==> config.mk <==
export PLATFORM = sky130hd
export DESIGN_NAME = ysyx_24110006_hazard_ctrl_flat
export DESIGN_NICKNAME = d
export VERILOG_FILES = /design/src/rtl/ysyx_24110006_hazard_ctrl_pkg.sv /design/src/rtl/ysyx_24110006_hazard_ctrl_if.sv /design/src/rtl/ysyx_24110006_sb_cnt.sv /design/src/rtl/ysyx_24110006_hazard_ctrl.sv /design/src/flat_wrapper.sv
export SDC_FILE = /design/constraint.sdc
export NUM_CORES = 1
export LEC_CHECK = 0
export ABC_AREA = 1
export BUFFER_PORTS_ARGS = -buffer_cell sky130_fd_sc_hd__clkbuf_2
export CAP_MARGIN = 20
export CORE_MARGIN = 8
export CORE_UTILIZATION = 54
export DETAILED_ROUTE_END_ITERATION = 6
export PLACE_DENSITY = 0.74
export SYNTH_ARGS = -nofsm -noshare
export SYNTH_HDL_FRONTEND = slang
export SYNTH_SLANG_ARGS = --single-unit
==> constraint.sdc <==
create_clock -name i_clock -period 2.2 [get_ports i_clock]
set_clock_uncertainty 0.15 [all_clocks]
set_input_delay 0.22 -clock i_clock [delete_from_list [all_inputs] [get_ports i_clock]]
set_output_delay 0.22 -clock i_clock [all_outputs]
set_load 0.01 [all_outputs]
==> src/rtl/ysyx_24110006_hazard_ctrl_pkg.sv <==
// Shared types and defaults for the decode-stage issue scheduler.
package ysyx_24110006_hazard_ctrl_pkg;
  localparam int NUM_REGS_DEF = 16;
  localparam int REG_AW_DEF   = 5;
  localparam int CNT_W_DEF    = 2;
  localparam logic [REG_AW_DEF-1:0] REG_ZERO = '0;

  typedef enum logic [1:0] {
    ST_RUN    = 2'd0,
    ST_DRAIN  = 2'd1,
    ST_SERIAL = 2'd2
  } state_e;
endpackage

==> src/rtl/ysyx_24110006_hazard_ctrl_if.sv <==
// IDU/WBU/redirect bundle seen by the hazard controller.
interface ysyx_24110006_hazard_ctrl_if
  import ysyx_24110006_hazard_ctrl_pkg::*;
#(
  parameter int REG_AW = REG_AW_DEF
);
  logic              i_id_valid;
  logic              i_id_fire;
  logic [REG_AW-1:0] i_id_rs1;
  logic [REG_AW-1:0] i_id_rs2;
  logic              i_id_rs1_used;
  logic              i_id_rs2_used;
  logic [REG_AW-1:0] i_id_rd;
  logic              i_id_wen;
  logic              i_id_serial;
  logic              i_wb_valid;
  logic [REG_AW-1:0] i_wb_rd;
  logic              i_wb_wen;
  logic              i_redirect;
  logic              i_trap;
  logic              o_stall;
  logic              o_flush;
  logic              o_pipe_empty;
  logic              o_underflow;

  modport master (
    output i_id_valid, i_id_fire, i_id_rs1, i_id_rs2, i_id_rs1_used, i_id_rs2_used,
           i_id_rd, i_id_wen, i_id_serial, i_wb_valid, i_wb_rd, i_wb_wen,
           i_redirect, i_trap,
    input  o_stall, o_flush, o_pipe_empty, o_underflow
  );

  modport slave (
    input  i_id_valid, i_id_fire, i_id_rs1, i_id_rs2, i_id_rs1_used, i_id_rs2_used,
           i_id_rd, i_id_wen, i_id_serial, i_wb_valid, i_wb_rd, i_wb_wen,
           i_redirect, i_trap,
    output o_stall, o_flush, o_pipe_empty, o_underflow
  );
endinterface

==> src/rtl/ysyx_24110006_sb_cnt.sv <==
// One pending-write counter: saturating up/down with synchronous clear.
module ysyx_24110006_sb_cnt #(
  parameter int CNT_W = 2
) (
  input  logic i_clock,
  input  logic i_reset,
  input  logic i_clr,
  input  logic i_inc,
  input  logic i_dec,
  output logic o_zero,
  output logic o_max,
  output logic o_zero_d,
  output logic o_udf
);
  logic [CNT_W-1:0] cnt_q, cnt_d;

  assign o_zero = (cnt_q == '0);
  assign o_max  = &cnt_q;

  // inc and dec together cancel; clear beats both
  always_comb begin
    cnt_d = cnt_q;
    if (i_clr)                          cnt_d = '0;
    else if (i_inc & ~i_dec & ~o_max)   cnt_d = cnt_q + 1'b1;
    else if (i_dec & ~i_inc & ~o_zero)  cnt_d = cnt_q - 1'b1;
  end

  assign o_zero_d = (cnt_d == '0);
  assign o_udf    = i_dec & o_zero & ~i_clr;

  always_ff @(posedge i_clock or negedge i_reset) begin
    if (!i_reset) cnt_q <= '0;
    else          cnt_q <= cnt_d;
  end
endmodule

==> src/rtl/ysyx_24110006_hazard_ctrl.sv <==
// Decode issue scheduler: RAW/saturation scoreboard, serial-instruction
// drain/hold FSM, and pipeline flush.
module ysyx_24110006_hazard_ctrl
  import ysyx_24110006_hazard_ctrl_pkg::*;
#(
  parameter int NUM_REGS = NUM_REGS_DEF,
  parameter int REG_AW   = REG_AW_DEF,
  parameter int CNT_W    = CNT_W_DEF
) (
  input logic                         i_clock,
  input logic                         i_reset,
  ysyx_24110006_hazard_ctrl_if.slave  bus
);
  state_e state_q;
  logic   udf_q;

  logic [NUM_REGS-1:1] inc, dec, zero, zero_d, max, udf, hit1, hit2, sat_hit;
  logic fire_eff, wb_dec, all_zero, all_zero_d, raw, sat, stall;

  // a redirect flushes IDU, so its fire that cycle never reaches EXU
  assign fire_eff = bus.i_id_fire & ~bus.i_redirect & ~bus.i_trap;
  assign wb_dec   = bus.i_wb_valid & bus.i_wb_wen;

  for (genvar r = 1; r < NUM_REGS; r++) begin : g_reg
    localparam logic [REG_AW-1:0] IDX = REG_AW'(r);
    assign inc[r]     = fire_eff & bus.i_id_wen & (bus.i_id_rd == IDX);
    assign dec[r]     = wb_dec & (bus.i_wb_rd == IDX);
    assign hit1[r]    = bus.i_id_rs1_used & (bus.i_id_rs1 == IDX) & ~zero[r];
    assign hit2[r]    = bus.i_id_rs2_used & (bus.i_id_rs2 == IDX) & ~zero[r];
    assign sat_hit[r] = bus.i_id_wen & (bus.i_id_rd == IDX) & max[r];

    ysyx_24110006_sb_cnt #(.CNT_W(CNT_W)) u_cnt (
      .i_clock  (i_clock),
      .i_reset  (i_reset),
      .i_clr    (bus.i_trap),
      .i_inc    (inc[r]),
      .i_dec    (dec[r]),
      .o_zero   (zero[r]),
      .o_max    (max[r]),
      .o_zero_d (zero_d[r]),
      .o_udf    (udf[r])
    );
  end

  assign all_zero   = &zero;
  assign all_zero_d = &zero_d;
  assign raw        = |{hit1, hit2};
  assign sat        = |sat_hit;

  // writeback in the same cycle does not release the stall
  always_comb begin
    stall = 1'b1;
    if (state_q == ST_RUN) stall = raw | sat | (bus.i_id_serial & ~all_zero);
  end

  always_ff @(posedge i_clock or negedge i_reset) begin
    if (!i_reset) begin
      state_q <= ST_RUN;
      udf_q   <= 1'b0;
    end else begin
      udf_q <= udf_q | (|udf);
      if (bus.i_trap) state_q <= ST_RUN;
      else begin
        case (state_q)
          ST_RUN: begin
            if (fire_eff & bus.i_id_serial) state_q <= ST_SERIAL;
            else if (bus.i_id_valid & bus.i_id_serial & ~all_zero & ~bus.i_redirect)
              state_q <= ST_DRAIN;
          end
          ST_DRAIN:  if (bus.i_redirect | all_zero_d) state_q <= ST_RUN;
          // the serial instruction is alone in flight, so any retirement is it
          ST_SERIAL: if (bus.i_wb_valid) state_q <= ST_RUN;
          default:   state_q <= ST_RUN;
        endcase
      end
    end
  end

  assign bus.o_stall      = bus.i_id_valid & stall;
  assign bus.o_flush      = bus.i_redirect | bus.i_trap;
  assign bus.o_pipe_empty = all_zero & (state_q == ST_RUN);
  assign bus.o_underflow  = udf_q;
endmodule

==> src/flat_wrapper.sv <==
// flat-port wrapper written by rule: the top's interface ports become plain ports
module ysyx_24110006_hazard_ctrl_flat import ysyx_24110006_hazard_ctrl_pkg::*;
#(
  parameter int NUM_REGS = NUM_REGS_DEF,
  parameter int REG_AW   = REG_AW_DEF,
  parameter int CNT_W    = CNT_W_DEF
)
  (i_clock, i_reset, bus_i_id_valid, bus_i_id_fire, bus_i_id_rs1, bus_i_id_rs2, bus_i_id_rs1_used, bus_i_id_rs2_used, bus_i_id_rd, bus_i_id_wen, bus_i_id_serial, bus_i_wb_valid, bus_i_wb_rd, bus_i_wb_wen, bus_i_redirect, bus_i_trap, bus_o_stall, bus_o_flush, bus_o_pipe_empty, bus_o_underflow);
  ysyx_24110006_hazard_ctrl_if #(.REG_AW(REG_AW)) bus_i ();
  input logic i_clock;
  input logic i_reset;
  input wire logic [$bits(bus_i.i_id_valid)-1:0] bus_i_id_valid;
  input wire logic [$bits(bus_i.i_id_fire)-1:0] bus_i_id_fire;
  input wire logic [$bits(bus_i.i_id_rs1)-1:0] bus_i_id_rs1;
  input wire logic [$bits(bus_i.i_id_rs2)-1:0] bus_i_id_rs2;
  input wire logic [$bits(bus_i.i_id_rs1_used)-1:0] bus_i_id_rs1_used;
  input wire logic [$bits(bus_i.i_id_rs2_used)-1:0] bus_i_id_rs2_used;
  input wire logic [$bits(bus_i.i_id_rd)-1:0] bus_i_id_rd;
  input wire logic [$bits(bus_i.i_id_wen)-1:0] bus_i_id_wen;
  input wire logic [$bits(bus_i.i_id_serial)-1:0] bus_i_id_serial;
  input wire logic [$bits(bus_i.i_wb_valid)-1:0] bus_i_wb_valid;
  input wire logic [$bits(bus_i.i_wb_rd)-1:0] bus_i_wb_rd;
  input wire logic [$bits(bus_i.i_wb_wen)-1:0] bus_i_wb_wen;
  input wire logic [$bits(bus_i.i_redirect)-1:0] bus_i_redirect;
  input wire logic [$bits(bus_i.i_trap)-1:0] bus_i_trap;
  output wire logic [$bits(bus_i.o_stall)-1:0] bus_o_stall;
  output wire logic [$bits(bus_i.o_flush)-1:0] bus_o_flush;
  output wire logic [$bits(bus_i.o_pipe_empty)-1:0] bus_o_pipe_empty;
  output wire logic [$bits(bus_i.o_underflow)-1:0] bus_o_underflow;
  assign bus_i.i_id_valid = bus_i_id_valid;
  assign bus_i.i_id_fire = bus_i_id_fire;
  assign bus_i.i_id_rs1 = bus_i_id_rs1;
  assign bus_i.i_id_rs2 = bus_i_id_rs2;
  assign bus_i.i_id_rs1_used = bus_i_id_rs1_used;
  assign bus_i.i_id_rs2_used = bus_i_id_rs2_used;
  assign bus_i.i_id_rd = bus_i_id_rd;
  assign bus_i.i_id_wen = bus_i_id_wen;
  assign bus_i.i_id_serial = bus_i_id_serial;
  assign bus_i.i_wb_valid = bus_i_wb_valid;
  assign bus_i.i_wb_rd = bus_i_wb_rd;
  assign bus_i.i_wb_wen = bus_i_wb_wen;
  assign bus_i.i_redirect = bus_i_redirect;
  assign bus_i.i_trap = bus_i_trap;
  assign bus_o_stall = bus_i.o_stall;
  assign bus_o_flush = bus_i.o_flush;
  assign bus_o_pipe_empty = bus_i.o_pipe_empty;
  assign bus_o_underflow = bus_i.o_underflow;
  ysyx_24110006_hazard_ctrl #(.NUM_REGS(NUM_REGS), .REG_AW(REG_AW), .CNT_W(CNT_W)) u_core (.i_clock(i_clock), .i_reset(i_reset), .bus(bus_i));
endmodule
==> flow_summary.yaml, run 1 <==
job:
  maxCapViolCount: 0
power:
  leakage_nw: 2.901
  swShare_pct: 29.86
  combPwrFrac_pct: 21.5
  p_int_mw: 0.9729
  power.switching_mw: 0.4141
  pwr-share-clk_pct: 33.9
  powerDensity_nw_per_um2: 280.3
  ir_worst_vdd_mv: 0.2827
  seq_power_share_pct: 44.5
sta:
  max_slew.worst_pin.slew_ps: 871.1
  fmax_ghz: 0.4169
  setup_viol: 2
  fin_crit_sh_pct: 109.0
  period_needed_ps: 2399
  hold_viol: 0
  slew-limit-headroom_pct: 41.92
  final_max_slew_viol_count: 0
  worst_slack_ps: -198.7
  rsz0062_at_grt: "yes"
synth:
  avgSynthCellArea_um2: 5.739
  muxShareOfSynthArea_pct: 0
  synth_top_area_share_pct: 21.38
  synth-simple-area-share_pct: 46.74
  ys_top_cells_by_area: "dfrtp_1 (21%), nand2_1 (19%), inv_1 (14%), nand3_1 (13%), ha_1 (9.7%)"
  synth_compound_area_share_pct: 6.706
  syn-instance-count: 673
  netlist_area_um2: 3862
  synth_top_family_by_area: "simple AND/OR/NAND/NOR gates"
  yosysWarnings: 0
  synth_cell_type_count: 31
  synth_area_leader_cell: "dfrtp_1"
  synth_nets: 735
  ys_seq_area_share_pct: 21.38
  synthAdderAreaFrac_pct: 9.718
  yosys_register_bits: 33
  synthXorXnorAreaFrac_pct: 0
critical_path:
  reg2regPathDepth: 14
  cp.depth: 10
  end_kind: "output port"
  cpMostUsedCell: "nor2_1"
  crit_chain: "inv_1, ha_4, nand4_1, nor3_4, o21ai_2, nor2_1, nand3_1, nor2_1, nor2_1, clkbuf_2"
  crit_buf_inv: 2
  path_class: "reg -> out"
  cpPeakStageDelay_ps: 410
  crit_fanout: 6
  critical_path.top_delay_family: "simple AND/OR/NAND/NOR gates"
  slowest_stage: "dfrtp_1"
  critPathLaunchType: "flop"
  required_ps: 1830
  arrival_ps: 2030
detailed_routing:
  via_count: 4711
  drtAntennaViolNets: 0
  drc: 0
  routed_wirelength_um: 12760
  drt_iter0_markers: 316
  drt_pass1_iterations: 5
  viasPerCell: 5.378
  wl_per_cell_um: 14.56
grt:
  antenna_found_initial: 0
  grt_usage_pct: 25.32
  grt_pass1_vias: 4538
  grt_max_degree: 34
  grt_pass1_wl_um: 20300
  grt_overflow: 0
floorplan:
  pin_count: 36
  dieArea_um2: 10120
  start_util_pct: 54.42
  die_h_um: 100.6
  rows: 31
  core_area_um2: 7098
  fp.dieW_um: 100.6
final_layout:
  layout.cells.non_filler: 876
  drive_gt1_share_pct: 22.65
  synthToLayoutAreaGrowth_pct: 28.12
  layout_commonest_cell: "nand2_1"
  antennaDiodeCount: 0
  most-common-layout-cells: "nand2_1 (192), inv_1 (135), nand3_1 (98)"
  register_area_um2: 825.8
  multi_input_area_um2: 2649
  nNetsFinal: 839
  post-route-util_pct: 69.72
  fillCellCount: 692
status:
  violations: "negative setup slack"
  outcome: "finished with violations"
clock_network:
  cts-htree-levels: 2
  clock_latency_ps: 280
  cts_root_buf: "clkbuf_8"
  clk_pin_slew_ps: 70
  cts_buffers: 5
  cts_buffer_depth: 2
  tritoncts: "done"
  clock-sinks: 33
placement:
  gp_congestion: 1.005
  hpwlAfterDp_um: 10420
  dp.cells: 863
  io_buffers: 35
min_path:
  whs_path_depth: 3
  hold_class: "in -> reg"
what timing repair did:
action	CTS	global route
resized for setup	28	27
endpoints found under the hold margin	33	0
setup buffers	2	3
pin swaps	3	7
hold buffers	1	0
endpoints found under the setup margin	3	3
stage by stage:
step | instance area (um^2) | setup WS (ps) | TNS [ps] | total power [mW] | hold WS, ps
5_1_grt | 4949 | -338.7 | -648.7 | 1.458 | 144.0
6_report | 4949 | -198.7 | -350.0 | 1.387 | 142.5
3_3_place_gp | 4598 | -75.49 | -101.5 | 0.9044 | 214.1
4_1_cts | 4815 | -181.1 | -204.0 | 1.389 | 149.8
2_1_floorplan | 3862 | 245.6 | 0 | 0.7671 | -225.6
3_5_place_dp | 4598 | -89.14 | -170.7 | 0.9082 | 221.6
final cells by class:
| cell class | count | area share, % |
|---|---|---|
| Clock buffer | 7 | 1.745 |
| Inverter | 148 | 11.23 |
| Multi-Input combinational cell | 486 | 53.53 |
| Sequential cell | 33 | 16.69 |
| Tap cell | 99 | 2.503 |
| Timing Repair Buffer | 103 | 14.31 |
worst paths after layout:
path / startpoint / end / slack [ps]
min in group asynchronous: i_reset / u_core.g_reg[15].u_cnt.cnt_q[0] / 430
hold reg to reg: u_core.bus.o_underflow / u_core.bus.o_underflow / 340
max in group asynchronous: i_reset / u_core.g_reg[2].u_cnt.cnt_q[0] / 920
setup / recovery: u_core.g_reg[5].u_cnt.cnt_q[0] / bus_o_stall / -200
setup reg to reg: u_core.g_reg[10].u_cnt.cnt_q[1] / u_core.state_q[0] / 100
hold / removal: bus_i_id_serial / u_core.state_q[1] / 140
flip-flops by register name, summed over array words and instances (netlist names):
name	flops
u_core.g.u_cnt.cnt_q	30
u_core.bus.o_underflow	1
u_core.state_q	2
routing by layer:
layer	global-route usage [%]	part of all wire (%)	vias to the layer above
li1	-	-	2309
met1	29.86	41	2154
met2	44.97	47	208
met3	4.351	8.0	40
met4	8.605	3.2	0
met5	0	0	-
worst min-delay path: cells and delay by family:
kind | cells | cell delay (ps)
AND/OR/NAND/NOR | 1 | 120
AO/OA/AOI/OAI | 1 | 90
buffers and inverters | 1 | 100
synthesized netlist by cell type:
cell type,n
ha_1,30
a41oi_1,1
nand3b_1,1
nand2_2,3
clkbuf_1,3
dfrtp_1,33
o211ai_1,3
a21oi_1,10
nor4_1,4
nand3_2,1
or2_2,3
o221ai_1,1
a31oi_1,3
nor2_1,73
o21ai_0,11
a211oi_1,1
clkinv_1,2
nor2_2,13
nand4_1,11
inv_2,5
nor3_1,5
o21ai_1,1
buf_4,1
a221oi_1,2
o31ai_1,2
buf_6,2
inv_1,141
nor2_4,4
nand2_1,196
o22ai_1,8
nand3_1,99
power by group through the flow:
stage	Sequential, mW	Clock (mW)	Combinational (mW)
2_1_floorplan	0.630	0	0.137
4_1_cts	0.617	0.485	0.287
6_report	0.618	0.471	0.299
3_3_place_gp	0.629	0	0.276
5_1_grt	0.618	0.511	0.328
3_5_place_dp	0.629	0	0.279
cells by family after synthesis:
family          count (synthesis)
fa+ha+maj                      30
compound gates                 43
simple gates                  413
buf+inv                       154
flops                          33
Power figures use the tool's default switching activity.
==> inputs of run 2 (changes only) <==
--- a/config.mk
+++ b/config.mk
@@ -6,12 +6,13 @@
 export NUM_CORES = 1
 export LEC_CHECK = 0
 export ABC_AREA = 1
-export BUFFER_PORTS_ARGS = -buffer_cell sky130_fd_sc_hd__clkbuf_2
+export BUFFER_PORTS_ARGS = -buffer_cell sky130_fd_sc_hd__buf_2
 export CAP_MARGIN = 20
 export CORE_MARGIN = 8
 export CORE_UTILIZATION = 54
 export DETAILED_ROUTE_END_ITERATION = 6
 export PLACE_DENSITY = 0.74
+export REMOVE_ABC_BUFFERS = 1
 export SYNTH_ARGS = -nofsm -noshare
 export SYNTH_HDL_FRONTEND = slang
 export SYNTH_SLANG_ARGS = --single-unit
==> flow_summary.yaml, run 2 (synthesized netlist as in run 1, its figures left out) <==
status:
  outcome: "finished with violations"
  violations: "negative setup slack"
sta:
  setup_viol: 1
  slew-limit-headroom_pct: 43.75
  hold_viol: 0
  max_slew.worst_pin.slew_ps: 843.8
  period_needed_ps: 2434
  final_max_slew_viol_count: 0
  rsz0062_at_grt: "yes"
  fin_setup_tns_ps: -234.2
  fin_crit_sh_pct: 110.6
  worst_slack_ps: -234.2
  hold-worst-slack_ps: 80.21
  fmax_ghz: 0.4108
clock_network:
  tritoncts: "done"
  cts_buffers: 5
  cts_buffer_depth: 2
  clock_latency_ps: 300
  clock-sinks: 33
  clk_pin_slew_ps: 80
  cts-htree-levels: 2
  cts_root_buf: "clkbuf_8"
grt:
  grt_usage_pct: 26.20
  grt_pass1_wl_um: 21260
  grt_max_degree: 34
  grt_overflow: 0
  grt_pass1_vias: 4685
  antenna_found_initial: 0
floorplan:
  rows: 31
  start_util_pct: 54.42
  pin_count: 36
  core_area_um2: 7098
  die_h_um: 100.6
  fp.dieW_um: 100.6
  dieArea_um2: 10120
final_layout:
  final_cell_area_um2: 5077
  synthToLayoutAreaGrowth_pct: 31.45
  most-common-layout-cells: "nand2_1 (194), inv_1 (127), nand3_1 (98)"
  drive_gt1_share_pct: 24.94
  multi_input_area_um2: 2699
  largest_reg_flops: 30
  layout.cells.non_filler: 885
  regMostFlops: "u_core.g.u_cnt.cnt_q"
  post-route-util_pct: 71.53
  antennaDiodeCount: 0
  layout_commonest_cell: "nand2_1"
  fillCellCount: 650
  nNetsFinal: 847
  register_area_um2: 825.8
detailed_routing:
  drt_pass1_iterations: 5
  drtAntennaViolNets: 0
  routed_wirelength_um: 12710
  drt_iter0_markers: 391
  wl_per_cell_um: 14.36
  via_count: 4716
  drc: 0
  viasPerCell: 5.329
power:
  ir_worst_vdd_mv: 0.2541
  power_mw: 1.410
  leakage_nw: 2.945
  powerDensity_nw_per_um2: 277.6
critical_path:
  required_ps: 1830
  end_kind: "output port"
  slowest_stage: "dfrtp_1"
  crit_chain: "buf_4, buf_4, ha_1, a221oi_1, a41oi_1, nor2_1, nor2_1, buf_2"
  arrival_ps: 2060
  r2r_start: "u_core.g_reg[1].u_cnt.cnt_q[0]"
  critical_path.startpoint: "u_core.g_reg[1].u_cnt.cnt_q[0]"
  crit_fanout: 2
  critPathLaunchType: "flop"
  cpPeakStageDelay_ps: 400
  path_class: "reg -> out"
min_path:
  hold_path_startpoint: "bus_i_id_serial"
  hold_class: "in -> reg"
placement:
  io_buffers: 35
  dp.cells: 862
  hpwlAfterDp_um: 9904
  dp_slack_ps: -132.9
  placed_area_um2: 4603
  gp_congestion: 1.053
job:
  maxCapViolCount: 0
[run 2: cell count changes in the layout (fill, tap and decap cells not counted), sizes merged]
cell / change
buf: +42
clkbuf: -36
clkinv: +2
clkinvlp: +1
[run 2: layout make-up]
type / count / share of cell area (%)
Clock buffer: 5 / 1.355
Multi-Input combinational cell: 486 / 53.15
Sequential cell: 33 / 16.26
Tap cell: 99 / 2.440
Timing Repair Buffer: 111 / 15.45
Inverter: 148 / 10.99
Clock inverter: 3 / 0.3450
[run 2: timing repair]
action | 4_1_cts | 5_1_grt
endpoints found under the hold margin | 33 | 0
hold buffers | 1 | 0
buffers inserted | 15 | 6
resized for setup | 33 | 38
setup endpoints to repair | 3 | 3
pin swaps | 7 | 7
[run 2: final timing paths]
kind / endpoint / slack, ps / depth (start not counted)
max in group asynchronous: u_core.g_reg[4].u_cnt.cnt_q[1] / 960 / 2
min reg2reg: u_core.bus.o_underflow / 330 / 1
max reg2reg: u_core.state_q[0] / 50 / 13
min: u_core.state_q[1] / 80 / 3
max: bus_o_stall / -230 / 8
min in group asynchronous: u_core.g_reg[11].u_cnt.cnt_q[0] / 400 / 2
[run 2: critical path: cells and delay by family (launching register included)]
kind / cells / cell delay [ps]
AOI/OAI and AO/OA: 2 / 570
DFF: 1 / 400
buffers and inverters: 3 / 380
adders and majority gates: 1 / 220
and+or+nand+nor: 2 / 180
[run 2: layer usage]
layer  vias to the layer above  global-route usage [%]  share of wire (%)
li1                       2329                       -                  -
met1                      2182                   30.34                 42
met2                       176                   46.72                 49
met3                        29                   4.351                6.9
met4                         0                   10.35                2.7
met5                         -                       0                  0
[run 2: power by group]
part	internal (mW)	switching (mW)
Clock	0.219	0.267
Combinational	0.119	0.188
Sequential	0.613	0.00426
Total	0.951	0.459
